===== src/rtl/bcd_to_bin_14b_pkg.sv =====
// Shared definitions for the BCD-to-binary converter.
// Holds the FSM state encoding, the blank-digit code, the range limits
// and the sel mode codes. The display converter uses the same mode codes,
// so both directions interpret sel in the same way.
package bcd_to_bin_14b_pkg;

    typedef enum logic [1:0] {
        ST_IDLE = 2'd0,
        ST_ACC  = 2'd1,
        ST_CHK  = 2'd2
    } state_t;

    typedef logic [3:0] bcd_digit_t;

    localparam bcd_digit_t BLANK = 4'hF;

    localparam int unsigned MAX_8B  = 255;
    localparam int unsigned MAX_7B  = 99;
    localparam int unsigned MAX_14B = 9999;

    typedef enum logic [1:0] {
        MODE_8B      = 2'd0,
        MODE_7B      = 2'd1,
        MODE_14B     = 2'd2,
        MODE_14B_ALT = 2'd3
    } mode_t;

    // Upper bound of the legal result for a given mode select.
    function automatic int unsigned range_max(input logic [1:0] sel);
        int unsigned lim;
        case (mode_t'(sel))
            MODE_8B:  lim = MAX_8B;
            MODE_7B:  lim = MAX_7B;
            default:  lim = MAX_14B;
        endcase
        return lim;
    endfunction

endpackage


===== src/rtl/bcd_to_bin_14b_if.sv =====
// Handshake/data bundle between digit-entry logic (master) and the
// BCD-to-binary converter (slave).
//   start  : request a conversion (master -> slave)
//   sel    : range mode select
//   d3..d0 : thousands..units BCD digits, 4'hF = blank leading zero
//   bin    : converted value, held until the next done
//   busy   : conversion in progress
//   done   : one-cycle pulse when bin/err update
//   err    : conversion error, held until the next done
interface bcd_to_bin_14b_if
    import bcd_to_bin_14b_pkg::*;
#(
    parameter int W = 14
);
    logic          start;
    logic [1:0]    sel;
    bcd_digit_t    d3;
    bcd_digit_t    d2;
    bcd_digit_t    d1;
    bcd_digit_t    d0;
    logic [W-1:0]  bin;
    logic          busy;
    logic          done;
    logic          err;

    modport master (
        output start, sel, d3, d2, d1, d0,
        input  bin, busy, done, err
    );

    modport slave (
        input  start, sel, d3, d2, d1, d0,
        output bin, busy, done, err
    );

endinterface


===== src/rtl/bcd_to_bin_14b_digit_chk.sv =====
// Combinational check of one BCD digit while scanning from the most
// significant digit down.
//   digit              : digit code (0-9 valid, 4'hF blank)
//   seen_nonblank      : a non-blank digit has already been processed
//   is_last            : this is the units digit, which may not be blank
//   value              : contribution to the accumulator (0 for blank/illegal)
//   invalid            : digit is illegal in this position
//   seen_nonblank_next : updated seen_nonblank for the next digit
module bcd_to_bin_14b_digit_chk
    import bcd_to_bin_14b_pkg::*;
(
    input  bcd_digit_t digit,
    input  logic       seen_nonblank,
    input  logic       is_last,
    output logic [3:0] value,
    output logic       invalid,
    output logic       seen_nonblank_next
);

    always_comb begin
        value              = 4'd0;
        invalid            = 1'b0;
        seen_nonblank_next = seen_nonblank;
        if (digit == BLANK) begin
            // Blanks are only legal as leading zeros, never in the units place.
            invalid = seen_nonblank | is_last;
        end else if (digit > 4'd9) begin
            invalid            = 1'b1;
            seen_nonblank_next = 1'b1;
        end else begin
            value              = digit;
            seen_nonblank_next = 1'b1;
        end
    end

endmodule


===== src/rtl/bcd_to_bin_14b.sv =====
// Sequential 4-digit BCD to binary converter, one digit per clock.
//   clk   : system clock, rising edge
//   reset : asynchronous, active-high reset
//   bus   : slave side of bcd_to_bin_14b_if (start/sel/digits in,
//           bin/busy/done/err out)
// A start in IDLE latches the digits and mode; four ACC cycles fold the
// digits into acc (acc*10 + digit), then CHK applies the range limit and
// publishes bin/err with a one-cycle done pulse.
//
//   state   | meaning
//   --------+-------------------------------------------------------
//   IDLE    | waiting for start; bin/err hold the last result
//   ACC     | folding digit[idx] into acc, idx counts 3 down to 0
//   CHK     | range check, register bin/err, pulse done
module bcd_to_bin_14b
    import bcd_to_bin_14b_pkg::*;
#(
    parameter int W       = 14,
    parameter int LAT_CHK = 1
)(
    input  logic               clk,
    input  logic               reset,
    bcd_to_bin_14b_if.slave    bus
);

    state_t           state, state_n;
    logic [1:0]       idx, idx_n;
    logic [3:0][3:0]  dig_q, dig_n;
    logic [1:0]       sel_q, sel_n;
    logic [W-1:0]     acc, acc_n;
    logic             err_stk, err_stk_n;
    logic             seen_nb, seen_nb_n;
    logic [1:0]       chk_tmr, chk_tmr_n;
    logic [W-1:0]     bin_q, bin_n;
    logic             err_q, err_n;
    logic             done_q, done_n;

    logic [3:0]       dg_val;
    logic             dg_bad;
    logic             dg_seen;
    logic             over;

    bcd_to_bin_14b_digit_chk u_digit_chk (
        .digit              (dig_q[idx]),
        .seen_nonblank      (seen_nb),
        .is_last            (idx == 2'd0),
        .value              (dg_val),
        .invalid            (dg_bad),
        .seen_nonblank_next (dg_seen)
    );

    assign over = (32'(acc) > range_max(sel_q));

    always_ff @(posedge clk or posedge reset) begin
        if (reset) begin
            state   <= ST_IDLE;
            idx     <= 2'd0;
            dig_q   <= '0;
            sel_q   <= 2'd0;
            acc     <= '0;
            err_stk <= 1'b0;
            seen_nb <= 1'b0;
            chk_tmr <= 2'd0;
            bin_q   <= '0;
            err_q   <= 1'b0;
            done_q  <= 1'b0;
        end else begin
            state   <= state_n;
            idx     <= idx_n;
            dig_q   <= dig_n;
            sel_q   <= sel_n;
            acc     <= acc_n;
            err_stk <= err_stk_n;
            seen_nb <= seen_nb_n;
            chk_tmr <= chk_tmr_n;
            bin_q   <= bin_n;
            err_q   <= err_n;
            done_q  <= done_n;
        end
    end

    always_comb begin
        state_n   = state;
        idx_n     = idx;
        dig_n     = dig_q;
        sel_n     = sel_q;
        acc_n     = acc;
        err_stk_n = err_stk;
        seen_nb_n = seen_nb;
        chk_tmr_n = chk_tmr;
        bin_n     = bin_q;
        err_n     = err_q;
        done_n    = 1'b0;

        case (state)
            ST_IDLE: begin
                if (bus.start) begin
                    dig_n     = {bus.d3, bus.d2, bus.d1, bus.d0};
                    sel_n     = bus.sel;
                    acc_n     = '0;
                    idx_n     = 2'd3;
                    err_stk_n = 1'b0;
                    seen_nb_n = 1'b0;
                    state_n   = ST_ACC;
                end
            end

            ST_ACC: begin
                // acc*10 as shift-add; max intermediate 999*10+9 fits in W bits.
                acc_n     = (acc << 3) + (acc << 1) + W'(dg_val);
                err_stk_n = err_stk | dg_bad;
                seen_nb_n = dg_seen;
                if (idx == 2'd0) begin
                    chk_tmr_n = 2'(LAT_CHK - 1);
                    state_n   = ST_CHK;
                end else begin
                    idx_n = idx - 2'd1;
                end
            end

            ST_CHK: begin
                if (chk_tmr == 2'd0) begin
                    if (err_stk || over) begin
                        bin_n = '0;
                        err_n = 1'b1;
                    end else begin
                        bin_n = acc;
                        err_n = 1'b0;
                    end
                    done_n  = 1'b1;
                    state_n = ST_IDLE;
                end else begin
                    chk_tmr_n = chk_tmr - 2'd1;
                end
            end

            default: state_n = ST_IDLE;
        endcase
    end

    assign bus.busy = (state != ST_IDLE);
    assign bus.bin  = bin_q;
    assign bus.err  = err_q;
    assign bus.done = done_q;

endmodule


===== src/flat_wrapper.sv =====
// flat-port wrapper written by rule: the top's interface ports become plain ports
module bcd_to_bin_14b_flat import bcd_to_bin_14b_pkg::*;
#(
    parameter int W       = 14,
    parameter int LAT_CHK = 1
)
  (clk, reset, bus_start, bus_sel, bus_d3, bus_d2, bus_d1, bus_d0, bus_bin, bus_busy, bus_done, bus_err);
  bcd_to_bin_14b_if #(.W(W)) bus_i ();
  input  logic clk;
  input  logic reset;
  input wire logic [$bits(bus_i.start)-1:0] bus_start;
  input wire logic [$bits(bus_i.sel)-1:0] bus_sel;
  input wire logic [$bits(bus_i.d3)-1:0] bus_d3;
  input wire logic [$bits(bus_i.d2)-1:0] bus_d2;
  input wire logic [$bits(bus_i.d1)-1:0] bus_d1;
  input wire logic [$bits(bus_i.d0)-1:0] bus_d0;
  output wire logic [$bits(bus_i.bin)-1:0] bus_bin;
  output wire logic [$bits(bus_i.busy)-1:0] bus_busy;
  output wire logic [$bits(bus_i.done)-1:0] bus_done;
  output wire logic [$bits(bus_i.err)-1:0] bus_err;
  assign bus_i.start = bus_start;
  assign bus_i.sel = bus_sel;
  assign bus_i.d3 = bus_d3;
  assign bus_i.d2 = bus_d2;
  assign bus_i.d1 = bus_d1;
  assign bus_i.d0 = bus_d0;
  assign bus_bin = bus_i.bin;
  assign bus_busy = bus_i.busy;
  assign bus_done = bus_i.done;
  assign bus_err = bus_i.err;
  bcd_to_bin_14b #(.W(W), .LAT_CHK(LAT_CHK)) u_core (.clk(clk), .reset(reset), .bus(bus_i));
endmodule

===== config.mk =====
export PLATFORM = sky130hd
export DESIGN_NAME = bcd_to_bin_14b_flat
export DESIGN_NICKNAME = d
export VERILOG_FILES = /design/src/rtl/bcd_to_bin_14b_pkg.sv /design/src/rtl/bcd_to_bin_14b_if.sv /design/src/rtl/bcd_to_bin_14b_digit_chk.sv /design/src/rtl/bcd_to_bin_14b.sv /design/src/flat_wrapper.sv
export SDC_FILE = /design/constraint.sdc
export NUM_CORES = 1
export LEC_CHECK = 0
export ABC_AREA = 1
export BUFFER_PORTS_ARGS = -buffer_cell sky130_fd_sc_hd__buf_2
export CAP_MARGIN = 20
export CORE_MARGIN = 1
export CORE_UTILIZATION = 55
export DETAILED_ROUTE_END_ITERATION = 10
export PLACE_DENSITY = 0.86
export SKIP_LAST_GASP = 1
export SLEW_MARGIN = 20
export SYNTH_ARGS = -nofsm -noshare
export SYNTH_HDL_FRONTEND = slang
export SYNTH_SLANG_ARGS = --single-unit

===== constraint.sdc =====
create_clock -name clk -period 4.8 [get_ports clk]
set_input_delay 0.24 -clock clk [delete_from_list [all_inputs] [get_ports clk]]
set_output_delay 0.24 -clock clk [all_outputs]
set_load 0.02 [all_outputs]

==> reports/results.txt <==
Fin. max-slew vios: 0
Pre-antenna DRT Iters: 5
Die ar.: 6870 sq um
Post-CTS Setup Bufs: 0
Routed len/inst: 12.6 um
Final wirelength: 7260 um
Fin crit share: 59.6%
TritonCTS buffer count: 5
Detailed router's first-iteration violation count: 243
Worst vdd ir: 0.373 mV
Gpl congestion: 0.875
Leakage: 2.23 nW
CTS tree: built
Dpl ws: 2.04 ns
Fillers: 566
Syn Inst Count: 464
TNS Setup: 0 ns
Root buf cell: clkbuf_8
Clk_skew: 0.00795 ns
PwrDens: 744 nW/um^2
CORE AREA: 6350 sq um
Yosys warnings: 0
Inserted Diodes: 0
Fmax: 0.350 GHz
Share of layout cells above drive strength 1: 16.8%
Global-route wire length before repair: 13,300 um
Top cells by area, synth: dfrtp_1 (39%), nand2_1 (20%), ha_1 (12%)
Post-route DRC: 0
Die Wd: 82.9 um
CTS hold repair buffers: 0
Total GRT Usage: 23.3%
Final Hold Fails: 0
Post-cts resize count: 0
Initial antenna violation count: 0
Status: finished, final reports clean
CP Max Fanout: 11
CP Class: reg2reg
Clock tree buffer depth: 2
I/O Pins: 38
Synthesis-to-finish area growth: 8.55%
Final worst setup slack: 1.94 ns
Minimum clock period: 2.86 ns
Layout Nets: 556
Die Y-Extent: 82.9 um
RSZ-0062 raised after global routing: false
Hpwl dp: 5540 um
Gr ovfl total: 0
Critical Path RT: 5.00 ns
Vias: 3,021
Syn Nets: 521
Largest net degree at the start of global routing: 57
CP Launch Type: flop
Post-synth top area share: 38.9%
Number of global-route vias before repair: 3,101
Htree depth: 2
Netlist cell types: 32
Crit end category: flop
Routed vias/inst: 5.24
Site Rows: 29
Crit path DAT: 3.06 ns
Utilization after layout: 61.5%
Slew at the pin closest to its max-slew limit: 0.697 ns
Yosys reg bits: 56
Initial Util: 56.7%
Clk slew on worst S/H paths: 0.10 ns
Routed Antenna Nets: 0
Synth Area per Inst: 7.76 sq um
Leading area contributor after synthesis: dfrtp_1
Max-cap viol count: 0
Share of the yosys chip area belonging to registers: 38.9%
Clock latency on the worst-skew pair: 0.31 ns
Hold Path Class: in2async
Post-Syn Area: 3600 sq um
Final setup viols: 0
Clk sinks: 56
# port buffers: 37
Slew headroom: 53.5%
final timing paths:
check                                                    start                        endpoint  slack (ns)  cells past startpoint
worst max-delay path                 u_core.idx[0]$_DFFE_PP0P_      u_core.acc[10]$_DFFE_PP0P_        1.94                     17
worst min-delay path                                     reset       u_core.bus.done$_DFF_PP0_        0.11                      3
worst max register to register       u_core.idx[0]$_DFFE_PP0P_      u_core.acc[10]$_DFFE_PP0P_        1.94                     17
worst min register to register  u_core.bus.bin[12]$_DFFE_PP0P_  u_core.bus.bin[12]$_DFFE_PP0P_        0.48                      2
max in group asynchronous                                reset     u_core.dig_q[9]$_DFFE_PP0P_        4.22                      3
min in group clk                                     bus_d1[0]     u_core.dig_q[4]$_DFFE_PP0P_        0.12                      3
through the flow:
stage	hold WS (ns)	power, mW	instance area [sq um]	std cells
detailed placement	0.437	2.59	3800	569
finish	0.109	2.91	3910	577
CTS	0.117	2.90	3910	577
floorplan	0.350	2.26	3600	464
global placement	0.432	2.52	3800	569
global route	0.117	3.22	3910	577
flip-flops by register name, indices dropped and copies added (netlist names):
register / count
u_core.seen_nb: 1
u_core.idx: 2
u_core.sel_q: 2
u_core.dig_q: 16
u_core.bus.bin: 14
u_core.chk_tmr: 2
u_core.state: 2
u_core.bus.done: 1
u_core.acc: 14
u_core.err_stk: 1
u_core.bus.err: 1
layout make-up:
class | count | area (sq um) | area share, %
inverter | 54 | 205 | 5.25
clock buffer | 6 | 72.6 | 1.86
timing repair buffer | 38 | 193 | 4.93
sequential | 56 | 1400 | 35.9
multi-input combinational | 344 | 1900 | 48.7
tap | 77 | 96.3 | 2.47
clock inverter | 2 | 35.0 | 0.897
kinds of logic (layout without fill, tap and decap cells):
logic type | after synthesis | count (layout) | share of synthesized area, %
compound gates | 28 | 28 | 4.10
xor+xnor | 3 | 3 | 0.730
fa+ha+maj | 36 | 36 | 12.9
buf+inv | 64 | 100 | 8.17
flops | 56 | 56 | 38.9
simple gates | 277 | 277 | 35.1
layout by cell type (no fill, tap or decap), types with 2 or more instances in the layout:
cell | Yosys | final
inv_1 | 51 | 50
dfrtp_1 | 56 | 56
clkbuf_8 | 0 | 5
a21oi_1 | 7 | 7
inv_2 | 2 | 3
nor2_2 | 2 | 2
nand3_2 | 12 | 12
fa_1 | 2 | 2
nand3_1 | 27 | 27
nand2_4 | 4 | 4
nor2_4 | 4 | 4
nand2_1 | 187 | 187
nand2_2 | 12 | 12
o21ai_0 | 11 | 11
buf_2 | 4 | 37
xnor2_1 | 2 | 2
nor2_1 | 21 | 21
ha_1 | 34 | 34
nand4_1 | 5 | 5
o21ai_1 | 7 | 7
Yosys cell counts:
cell type  count
a21oi_2        1
inv_1         51
nand4_1        5
nor3_1         1
inv_4          1
o21ai_1        7
nand3b_1       1
dfrtp_1       56
xor2_1         1
nand2_4        4
a21boi_0       1
buf_4          1
o22ai_1        1
buf_12         1
nand3_2       12
o21ai_0       11
buf_8          1
nor2_1        21
ha_1          34
nand2_1      187
or2_0          1
nand3_1       27
nor2_4         4
buf_2          4
nor2_2         2
fa_1           2
inv_2          2
nand2_2       12
buf_6          2
a21oi_1        7
clkbuf_1       1
xnor2_1        2
power by group:
| part | leakage [nW] | total [mW] | internal [mW] | switching [mW] |
|---|---|---|---|---|
| clock network | 0.0552 | 0.305 | 0.155 | 0.150 |
| registers | 0.712 | 0.879 | 0.677 | 0.202 |
| logic | 1.46 | 1.72 | 0.618 | 1.10 |
| total | 2.23 | 2.91 | 1.45 | 1.45 |
worst max-delay path, cell delays in order, from the launching register on:
cell	delay, ns
dfrtp_1	0.54
inv_4	0.11
nand2_1	0.07
nand3_1	0.09
nand2_1	0.14
nand2_1	0.08
nand2_2	0.08
nand2_1	0.07
fa_1	0.48
fa_1	0.47
inv_1	0.10
nand3_1	0.07
nand3_1	0.13
nand2_1	0.07
nand2_1	0.08
nand2_1	0.06
nand2_1	0.05
o21ai_0	0.07
per-layer routing:
metal  GRT usage [%]  wire length, um
met5               0                0
met1            28.0             3080
met4            7.84              129
met3            3.58              301
met2            42.5             3750
(Power assumes the default switching activity.)
